--- src/rtl/controlador_timer_pkg.sv ---
// Shared encodings for the multi-channel on/off timer.
package controlador_timer_pkg;

    typedef enum logic [1:0] {
        OCIOSO = 2'd0,
        ESPERA = 2'd1,
        LIGADO = 2'd2
    } estado_t;

    localparam logic MODO_PERIODICO = 1'b0;
    localparam logic MODO_UNICO     = 1'b1;

endpackage

--- src/rtl/canal_timer.sv ---
// One timer channel: off-phase (ESPERA), on-phase (LIGADO), periodic or one-shot.
module canal_timer
    import controlador_timer_pkg::*;
#(
    parameter int unsigned LARGURA = 8
) (
    input  logic               clk,
    input  logic               rst,
    input  logic               tick,
    input  logic               habilita,
    input  logic               modo,
    input  logic               disparo,
    input  logic [LARGURA-1:0] intervalo_ligar,
    input  logic [LARGURA-1:0] tempo_ligado,
    output logic               saida,
    output logic               fim_ciclo,
    output logic               ocupado
);

    estado_t            estado;
    estado_t            ent_estado;
    logic [LARGURA-1:0] cnt;
    logic [LARGURA-1:0] int_lat;
    logic [LARGURA-1:0] ton_lat;
    logic               parado;
    logic               ult_int;
    logic               ult_ton;
    logic               fim_ev;
    logic               inicio_ev;
    logic               vai_ligado;
    logic               ent_saida;

    // Phase-end detection, cycle start/end events and the entry state for a new cycle.
    always_comb begin
        parado     = (int_lat == '0) && (ton_lat == '0);
        ult_int    = (int_lat != '0) && (cnt == (int_lat - LARGURA'(1)));
        ult_ton    = (ton_lat != '0) && (cnt == (ton_lat - LARGURA'(1)));
        fim_ev     = tick && (((estado == ESPERA) && ult_int && (ton_lat == '0)) ||
                              ((estado == LIGADO) && ult_ton));
        vai_ligado = tick && (estado == ESPERA) && ult_int && (ton_lat != '0);
        inicio_ev  = ((estado == OCIOSO) &&
                      ((modo == MODO_PERIODICO) || ((modo == MODO_UNICO) && disparo))) ||
                     ((estado == ESPERA) && tick && parado) ||
                     (fim_ev && (modo == MODO_PERIODICO));
        ent_saida  = 1'b0;
        ent_estado = ESPERA;
        if ((intervalo_ligar == '0) && (tempo_ligado != '0)) begin
            ent_estado = LIGADO;
            ent_saida  = 1'b1;
        end
    end

    // Channel state, latches, phase counter and registered outputs; abort beats tick events.
    always_ff @(posedge clk) begin
        if (rst) begin
            estado    <= OCIOSO;
            cnt       <= '0;
            int_lat   <= '0;
            ton_lat   <= '0;
            saida     <= 1'b0;
            fim_ciclo <= 1'b0;
            ocupado   <= 1'b0;
        end else if (!habilita) begin
            estado    <= OCIOSO;
            cnt       <= '0;
            saida     <= 1'b0;
            fim_ciclo <= 1'b0;
            ocupado   <= 1'b0;
        end else begin
            fim_ciclo <= fim_ev;
            if (inicio_ev) begin
                int_lat <= intervalo_ligar;
                ton_lat <= tempo_ligado;
                cnt     <= '0;
                estado  <= ent_estado;
                saida   <= ent_saida;
                ocupado <= 1'b1;
            end else if (vai_ligado) begin
                estado <= LIGADO;
                cnt    <= '0;
                saida  <= 1'b1;
            end else if (fim_ev) begin
                estado  <= OCIOSO;
                cnt     <= '0;
                saida   <= 1'b0;
                ocupado <= 1'b0;
            end else if (tick && (estado != OCIOSO) && !parado) begin
                cnt <= cnt + LARGURA'(1);
            end
        end
    end

endmodule

--- src/rtl/controlador_timer_multicanal.sv ---
// Multi-channel periodic on/off generator: shared tick prescaler plus N channel timers.
module controlador_timer_multicanal #(
    parameter int unsigned N_CANAIS = 4,
    parameter int unsigned LARGURA  = 8,
    parameter int unsigned DIV_TICK = 1000
) (
    input  logic                          clk,
    input  logic                          rst,
    input  logic [N_CANAIS-1:0]           habilita,
    input  logic [N_CANAIS-1:0]           modo,
    input  logic [N_CANAIS-1:0]           disparo,
    input  logic [N_CANAIS*LARGURA-1:0]   intervalo_ligar,
    input  logic [N_CANAIS*LARGURA-1:0]   tempo_ligado,
    output logic [N_CANAIS-1:0]           saida,
    output logic [N_CANAIS-1:0]           fim_ciclo,
    output logic [N_CANAIS-1:0]           ocupado
);

    localparam int unsigned LARG_PRE = (DIV_TICK > 1) ? $clog2(DIV_TICK) : 1;
    localparam logic [LARG_PRE-1:0] PRE_MAX = LARG_PRE'(DIV_TICK - 1);

    logic [LARG_PRE-1:0] pre_cnt;
    logic                tick;

    // Tick prescaler: wraps at DIV_TICK-1; tick is decoded from the terminal count.
    always_ff @(posedge clk) begin
        if (rst) begin
            pre_cnt <= '0;
        end else if (pre_cnt == PRE_MAX) begin
            pre_cnt <= '0;
        end else begin
            pre_cnt <= pre_cnt + LARG_PRE'(1);
        end
    end

    assign tick = (pre_cnt == PRE_MAX);

    for (genvar i = 0; i < int'(N_CANAIS); i++) begin : g_canal
        canal_timer #(
            .LARGURA(LARGURA)
        ) u_canal (
            .clk            (clk),
            .rst            (rst),
            .tick           (tick),
            .habilita       (habilita[i]),
            .modo           (modo[i]),
            .disparo        (disparo[i]),
            .intervalo_ligar(intervalo_ligar[i*LARGURA +: LARGURA]),
            .tempo_ligado   (tempo_ligado[i*LARGURA +: LARGURA]),
            .saida          (saida[i]),
            .fim_ciclo      (fim_ciclo[i]),
            .ocupado        (ocupado[i])
        );
    end

endmodule
--- config.mk ---
export PLATFORM = sky130hd
export DESIGN_NAME = controlador_timer_multicanal
export DESIGN_NICKNAME = d
export VERILOG_FILES = /design/src/rtl/controlador_timer_pkg.sv /design/src/rtl/canal_timer.sv /design/src/rtl/controlador_timer_multicanal.sv
export SDC_FILE = /design/constraint.sdc
export NUM_CORES = 1
export LEC_CHECK = 0
export CAP_MARGIN = 10
export CORE_ASPECT_RATIO = 0.75
export CORE_MARGIN = 3
export CORE_UTILIZATION = 45
export CTS_BUF_LIST = sky130_fd_sc_hd__clkbuf_8 sky130_fd_sc_hd__clkbuf_16
export DETAILED_ROUTE_END_ITERATION = 10
export GPL_ROUTABILITY_DRIVEN = 0
export PLACE_DENSITY = 0.69
export SLEW_MARGIN = 25
export SYNTH_ARGS = -nofsm -noshare
export SYNTH_HDL_FRONTEND = slang
export SYNTH_SLANG_ARGS = --single-unit
--- constraint.sdc ---
create_clock -name clk -period 3 [get_ports clk]
set_input_delay 0.6 -clock clk [delete_from_list [all_inputs] [get_ports clk]]
set_output_delay 0.6 -clock clk [all_outputs]
set_load 0.02 [all_outputs]
Word-level counts from Yosys, hierarchy flattened
Cells that the tools add are included.
W data, S select, Z words.
{"block": "word_totals", "output_inout_bits": 12, "register_bits": 126, "word_cells": 256, "in_bits": 78}
{"block": "classes", "mux": 40, "bitwise": 8, "add_sub_neg": 13, "eq_ne": 21, "reduce_logical": 145}
{"cell": "$logic_not A8 Y1", "count": 12}
{"cell": "$reduce_bool A8 Y1", "count": 12}
{"cell": "$logic_and A1 B1 Y1", "count": 68}
{"cell": "$eq A8 B8 Y1", "count": 8}
{"cell": "$sub A8 B1 Y8 const B", "count": 8}
{"cell": "$add A8 B1 Y8 const B", "count": 4}
{"cell": "$mux W2", "count": 16}
{"cell": "$mux W1", "count": 24}
{"cell": "$reduce_or A5 Y1", "count": 4}
{"cell": "$logic_or A1 B1 Y1", "count": 16}
{"cell": "$reduce_and A2 Y1", "count": 8}
{"cell": "$reduce_bool A2 Y1", "count": 8}
{"cell": "$reduce_bool A3 Y1", "count": 4}
{"cell": "$add A10 B1 Y10 const B", "count": 1}
{"cell": "$eq A10 B10 Y1 const B", "count": 1}
{"cell": "$reduce_or A2 Y1", "count": 5}
{"cell": "$eq A2 B1 Y1 const B", "count": 4}
{"cell": "$eq A2 B2 Y1 const B", "count": 4}
{"cell": "$logic_not A2 Y1", "count": 4}
{"cell": "$ne A2 B1 Y1 const B", "count": 4}
{"cell": "$not A1 Y1", "count": 8}
{"cell": "$logic_not A1 Y1", "count": 4}

Depth between registers and ports, before layout
{"block": "logic_depth", "depth_word": 11, "ltp_mapped": 13, "ltp_nobuf": 10}

By module
Synthesis repeated with hierarchy kept, for this count alone.
{"block": "hier_totals", "hier_cells": 946, "hier_area_um2": 8091.5}
{"mod": "canal_timer", "cells_per_inst": 223, "seq_area_each_um2": 560.5, "area_per_inst_um2": 1908.1, "n_inst": 4}
{"mod": "controlador_timer_multicanal", "cells_per_inst": 54, "seq_area_each_um2": 200.2, "area_per_inst_um2": 459.2, "n_inst": 1}

Least setup slack after synthesis
OpenSTA, ideal clock, no wires.
{"block": "synth_path", "path_type": "flip-flop to flip-flop", "startpoint": "register g_canal[1].u_canal.ton_lat[0]", "endpoint": "register g_canal[1].u_canal.int_lat[7]", "path_buffers": 2, "path_stages_with_launch": 13, "path_slack_ps": -89, "arrival_time_ps": 2962, "required_time_ps": 2872, "setup_ps": 128, "period_less_slack_ps": 3089, "path_cell_list": "dfxtp_1 clkbuf_1 inv_1 ha_1 or3b_4 o21a_1 o31a_1 or4_4 a2111oi_4 a221oi_4 buf_6 mux2i_1 nor2_1"}
{"block": "synth_via", "elab_chain_cells": 9, "elab_cells_between_ends": 15, "classes_between": "1 x add/sub; 1 x eq/ne; 13 x reduce/logical"}
{"item": "start, declared", "line": "canal_timer.sv:24", "source": "logic [LARGURA-1:0] ton_lat;"}
{"item": "start signal, assigned", "line": "canal_timer.sv:73", "source": "ton_lat <= tempo_ligado;"}
{"item": "$sub A8 B1 Y8", "line": "canal_timer.sv:37", "source": "ult_ton = (ton_lat != '0) && (cnt == (ton_lat - LARGURA'(1)));"}
{"item": "$eq A8 B8 Y1", "line": "canal_timer.sv:37"}
{"item": "$logic_and A1 B1 Y1", "line": "canal_timer.sv:37"}
{"item": "$logic_and A1 B1 Y1", "line": "canal_timer.sv:39", "source": "((estado == LIGADO) && ult_ton));"}
{"item": "$logic_or A1 B1 Y1", "line": "canal_timer.sv:38", "source": "fim_ev = tick && (((estado == ESPERA) && ult_int && (ton_lat == '0)) ||"}
{"item": "$logic_and A1 B1 Y1", "line": "canal_timer.sv:38"}
{"item": "$logic_and A1 B1 Y1", "line": "canal_timer.sv:44", "source": "(fim_ev && (modo == MODO_PERIODICO));"}
{"item": "$logic_or A1 B1 Y1 *", "line": "canal_timer.sv:43", "source": "((estado == ESPERA) && tick && parado) ||"}
{"item": "$reduce_and A2 Y1 (no line) *"}
{"item": "end signal, assigned", "line": "canal_timer.sv:72", "source": "int_lat <= intervalo_ligar;"}
{"item": "end, declared", "line": "canal_timer.sv:23", "source": "logic [LARGURA-1:0] int_lat;"}
Mark *: on every way between the ends. The rest lies on a longest branch, timed or not.
A chain may end at the register's enable or synchronous reset.

Final worst setup path
{"block": "layout_path", "startpoint": "register g_canal[1].u_canal.ton_lat[0]", "endpoint": "register g_canal[1].u_canal.ton_lat[0]"}
{"block": "layout_via", "elab_chain_cells": 9, "elab_cells_between_ends": 15, "classes_between": "1 x add/sub; 1 x eq/ne; 13 x reduce/logical"}
{"item": "$sub A8 B1 Y8", "line": "canal_timer.sv:37"}
{"item": "$eq A8 B8 Y1", "line": "canal_timer.sv:37"}
{"item": "$logic_and A1 B1 Y1", "line": "canal_timer.sv:37"}
{"item": "$logic_and A1 B1 Y1", "line": "canal_timer.sv:39"}
{"item": "$logic_or A1 B1 Y1", "line": "canal_timer.sv:38"}
{"item": "$logic_and A1 B1 Y1", "line": "canal_timer.sv:38"}
{"item": "$logic_and A1 B1 Y1", "line": "canal_timer.sv:44"}
{"item": "$logic_or A1 B1 Y1 *", "line": "canal_timer.sv:43"}
{"item": "$reduce_and A2 Y1 (no line) *"}
Marks and branches as above.

==> summary.txt <==
Status
  • Status: completed

Detailed routing
  • Final wirelength: 19.4 mm
  • Post-DR vias/cell: 5.51
  • Met1 wire length: 10.1 mm
  • Max layer used: met4
  • Met2 WL: 8.22 mm
  • DRT Pass-1 Iters: 5
  • Routed vias: 6766
  • Antenna viol nets, final: 0
  • DR iter-0 viols: 394
  • DRC Markers: 0
  • Mean routed wirelength per cell: 15.8 um
  • Met3 WL: 875 um

Power
  • P_leak: 0.00363 uW
  • Cell Pwr Density: 497 nW/um^2
  • Total power: 4700 uW
  • Worst vdd ir: 0.364 mV

Synth
  • Avg Cell Area, Syn: 8.31 um^2
  • Yosys cell types: 69
  • Synth Instances: 919
  • Synth top area share: 0.320
  • Synthesized area: 7640 um^2
  • Top cells by area, synth: dfxtp_1 32%, mux2i_1 9.4%, nor2_1 6.5%, xnor2_1 6.1%, xor2_1 5.4%
  • Post-synth top area cell: dfxtp_1
  • Register bit total from synthesis: 122
  • Synth warn: 0
  • Sequential cell area fraction in the yosys report: 0.320
  • Most frequent cell after synthesis: nor2_1
  • Post-synthesis async set-or-reset flop share: 0
  • EDFF count, synth: 0
  • Syn Nets: 1014
  • Most instantiated cells after synthesis: 132 x nor2_1, 122 x dfxtp_1, 72 x mux2i_1, 53 x xnor2_1, 48 x nand2b_1
  • Post-synth top flop: dfxtp_1

Global routing
  • First-pass GRT wire length: 31.0 mm
  • Total GRT Usage: 0.204
  • Grt ovf: 0
  • Initial antenna violation count: 0
  • Vias in the first global route: 6203
  • Pin count of the biggest net entering global routing: 45

Final layout
  • Register cell area after layout: 2450 um^2
  • # diodes: 0
  • P&R area growth vs syn: 23.8%
  • Layout cells sized above 1: 0.0825
  • Fillers: 1494
  • Net count, final: 1101
  • Area of the multi-input gates: 4850 um^2

Floorplan
  • Die area: 18600 um^2
  • IO Pins: 90
  • Die Y: 119 um
  • Core Rows: 40
  • Initial Utilization: 0.468
  • Die X: 156 um
  • Placeable Area: 16300 um^2

Placed design
  • DP Worst Slack: -0.0380 ns
  • HPWL after DPL: 14.3 mm
  • IO Port Bufs: 89

STA
  • Crit share post-route: 0.965
  • Slew Limit Fails: 0
  • Actual slew at the worst max-slew pin: 0.536 ns
  • Slew Limit Headroom: 0.640
  • Clock Skew: 0.00784 ns
  • Fin. Hold Viols: 0
  • Final setup viols: 0
  • Fmax: 0.346 GHz
  • Post-Route Setup TNS: 0 ns
  • Fin crit period: 2.89 ns
  • Fin worst setup slack: 0.106 ns

Flow run
  • Max cap viols: 0

Hold path
  • Hold Crit Class: reg2reg

Clock network
  • Clk buf depth: 2
  • H-tree Lvls: 4
  • Root Driver: clkbuf_16
  • CTS tree: yes
  • Worst-path clk slew: 0.05 ns
  • Clk_lat worst skew: 0.42 ns
  • Total CTS buffers: 17
  • Sink Count: 122
  • Hold bufs inserted after CTS: 0

Setup path
  • Setup CP Type: reg2reg
  • Worst Path Arrival: 3.17 ns
  • Critical Path Source Type: flop
  • Crit path max fanout: 8
  • Critical Path RT: 3.28 ns
  • CP Capture Type: flop
  • R2R setup slack: 0.11 ns
-- flip-flops by register name, indices dropped and copies added, names as in the netlist --
register	cells
g_canal.u_canal.saida	1
g_canal.u_canal.fim_ciclo	4
g_canal.u_canal.int_lat	32
pre_cnt	10
g_canal.u_canal.ton_lat	32
g_canal.u_canal.cnt	32
g_canal.u_canal.ocupado	4
g_canal.u_canal.estado	7
-- report_power, final --
group	leakage [uW]	switching [uW]	internal (uW)
clock network	0.000298	722	1300
registers	0.000996	95.2	1690
logic	0.00234	430	460
-- cells by family after synthesis --
group                    after synthesis  synth area share
adder cells (fa/ha/maj)               17            0.0278
AO/OA/AOI/OAI                        116             0.111
XOR/XNOR                             100             0.115
AND/OR/NAND/NOR                      405             0.281
buffers and inverters                 87            0.0516
multiplexers                          72            0.0943
flip-flops                           122             0.320
-- cells in the final DEF, fill, tap and decap left out, drive strengths merged, types with 4 or more instances in the layout --
master / n
a211o: 4
a21oi: 26
a31oi: 6
and3: 15
and4: 4
buf: 29
clkbuf: 20
clkdlybuf4s50: 88
dfxtp: 122
ha: 17
inv: 41
mux2i: 72
nand2: 39
nand2b: 48
nand3: 21
nand3b: 8
nand4: 25
nor2: 132
nor2b: 5
nor3: 27
nor3b: 9
nor4: 33
nor4b: 6
o21a: 5
o21ai: 23
o22ai: 9
o311ai: 4
o31a: 7
o31ai: 6
or2: 5
or3: 7
or4: 11
xnor2: 53
xor2: 47
-- critical path, cell delays in order, from the launching register on --
cell	delay [ns]
dfxtp_2	0.32
inv_1	0.06
ha_2	0.17
or3b_4	0.39
o21a_1	0.19
o31a_1	0.27
or4_4	0.44
a2111oi_4	0.39
a221oi_4	0.10
buf_12	0.19
mux2i_2	0.18
nor2_1	0.06
-- routing by layer --
metal / vias to the layer above / GRT usage
li1: 3434 / -
met5: - / 0
met2: 149 / 0.291
met1: 3168 / 0.311
met4: 0 / 0.0503
met3: 15 / 0.0421
-- final timing paths --
check,start,end,depth (start not counted)
max,g_canal[1].u_canal.ton_lat[0],g_canal[1].u_canal.ton_lat[0],11
min,pre_cnt[0],pre_cnt[0],1
max reg2reg,g_canal[1].u_canal.ton_lat[0],g_canal[1].u_canal.ton_lat[0],11
min reg2reg,pre_cnt[0],pre_cnt[0],1
-- cell type report --
cell class | instances | share of cell area
Clock buffer | 18 | 0.0464
Clock inverter | 13 | 0.0147
Inverter | 36 | 0.0143
Multi-Input combinational cell | 710 | 0.513
Sequential cell | 122 | 0.259
Tap cell | 210 | 0.0278
Timing Repair Buffer | 119 | 0.125
-- stage by stage --
step                      utilization  cell area, um^2  cells  hold WS [ns]
after floorplan                     -             7640    919         0.418
after global routing            0.580             9460   1228         0.468
final                           0.580             9460   1228         0.447
after global placement          0.536             8750   1193         0.430
after detailed placement        0.536             8750   1193         0.439
after CTS                       0.573             9350   1225         0.451
-- repair_timing --
item | 4_1_cts | 5_1_grt
pin swaps | 0 | 6
cloned | 0 | 2
buffers inserted | 1 | 1
setup endpoints to repair | 16 | 22
gates resized for setup | 0 | 14
Note: power is estimated with default switching activity, not from simulation.
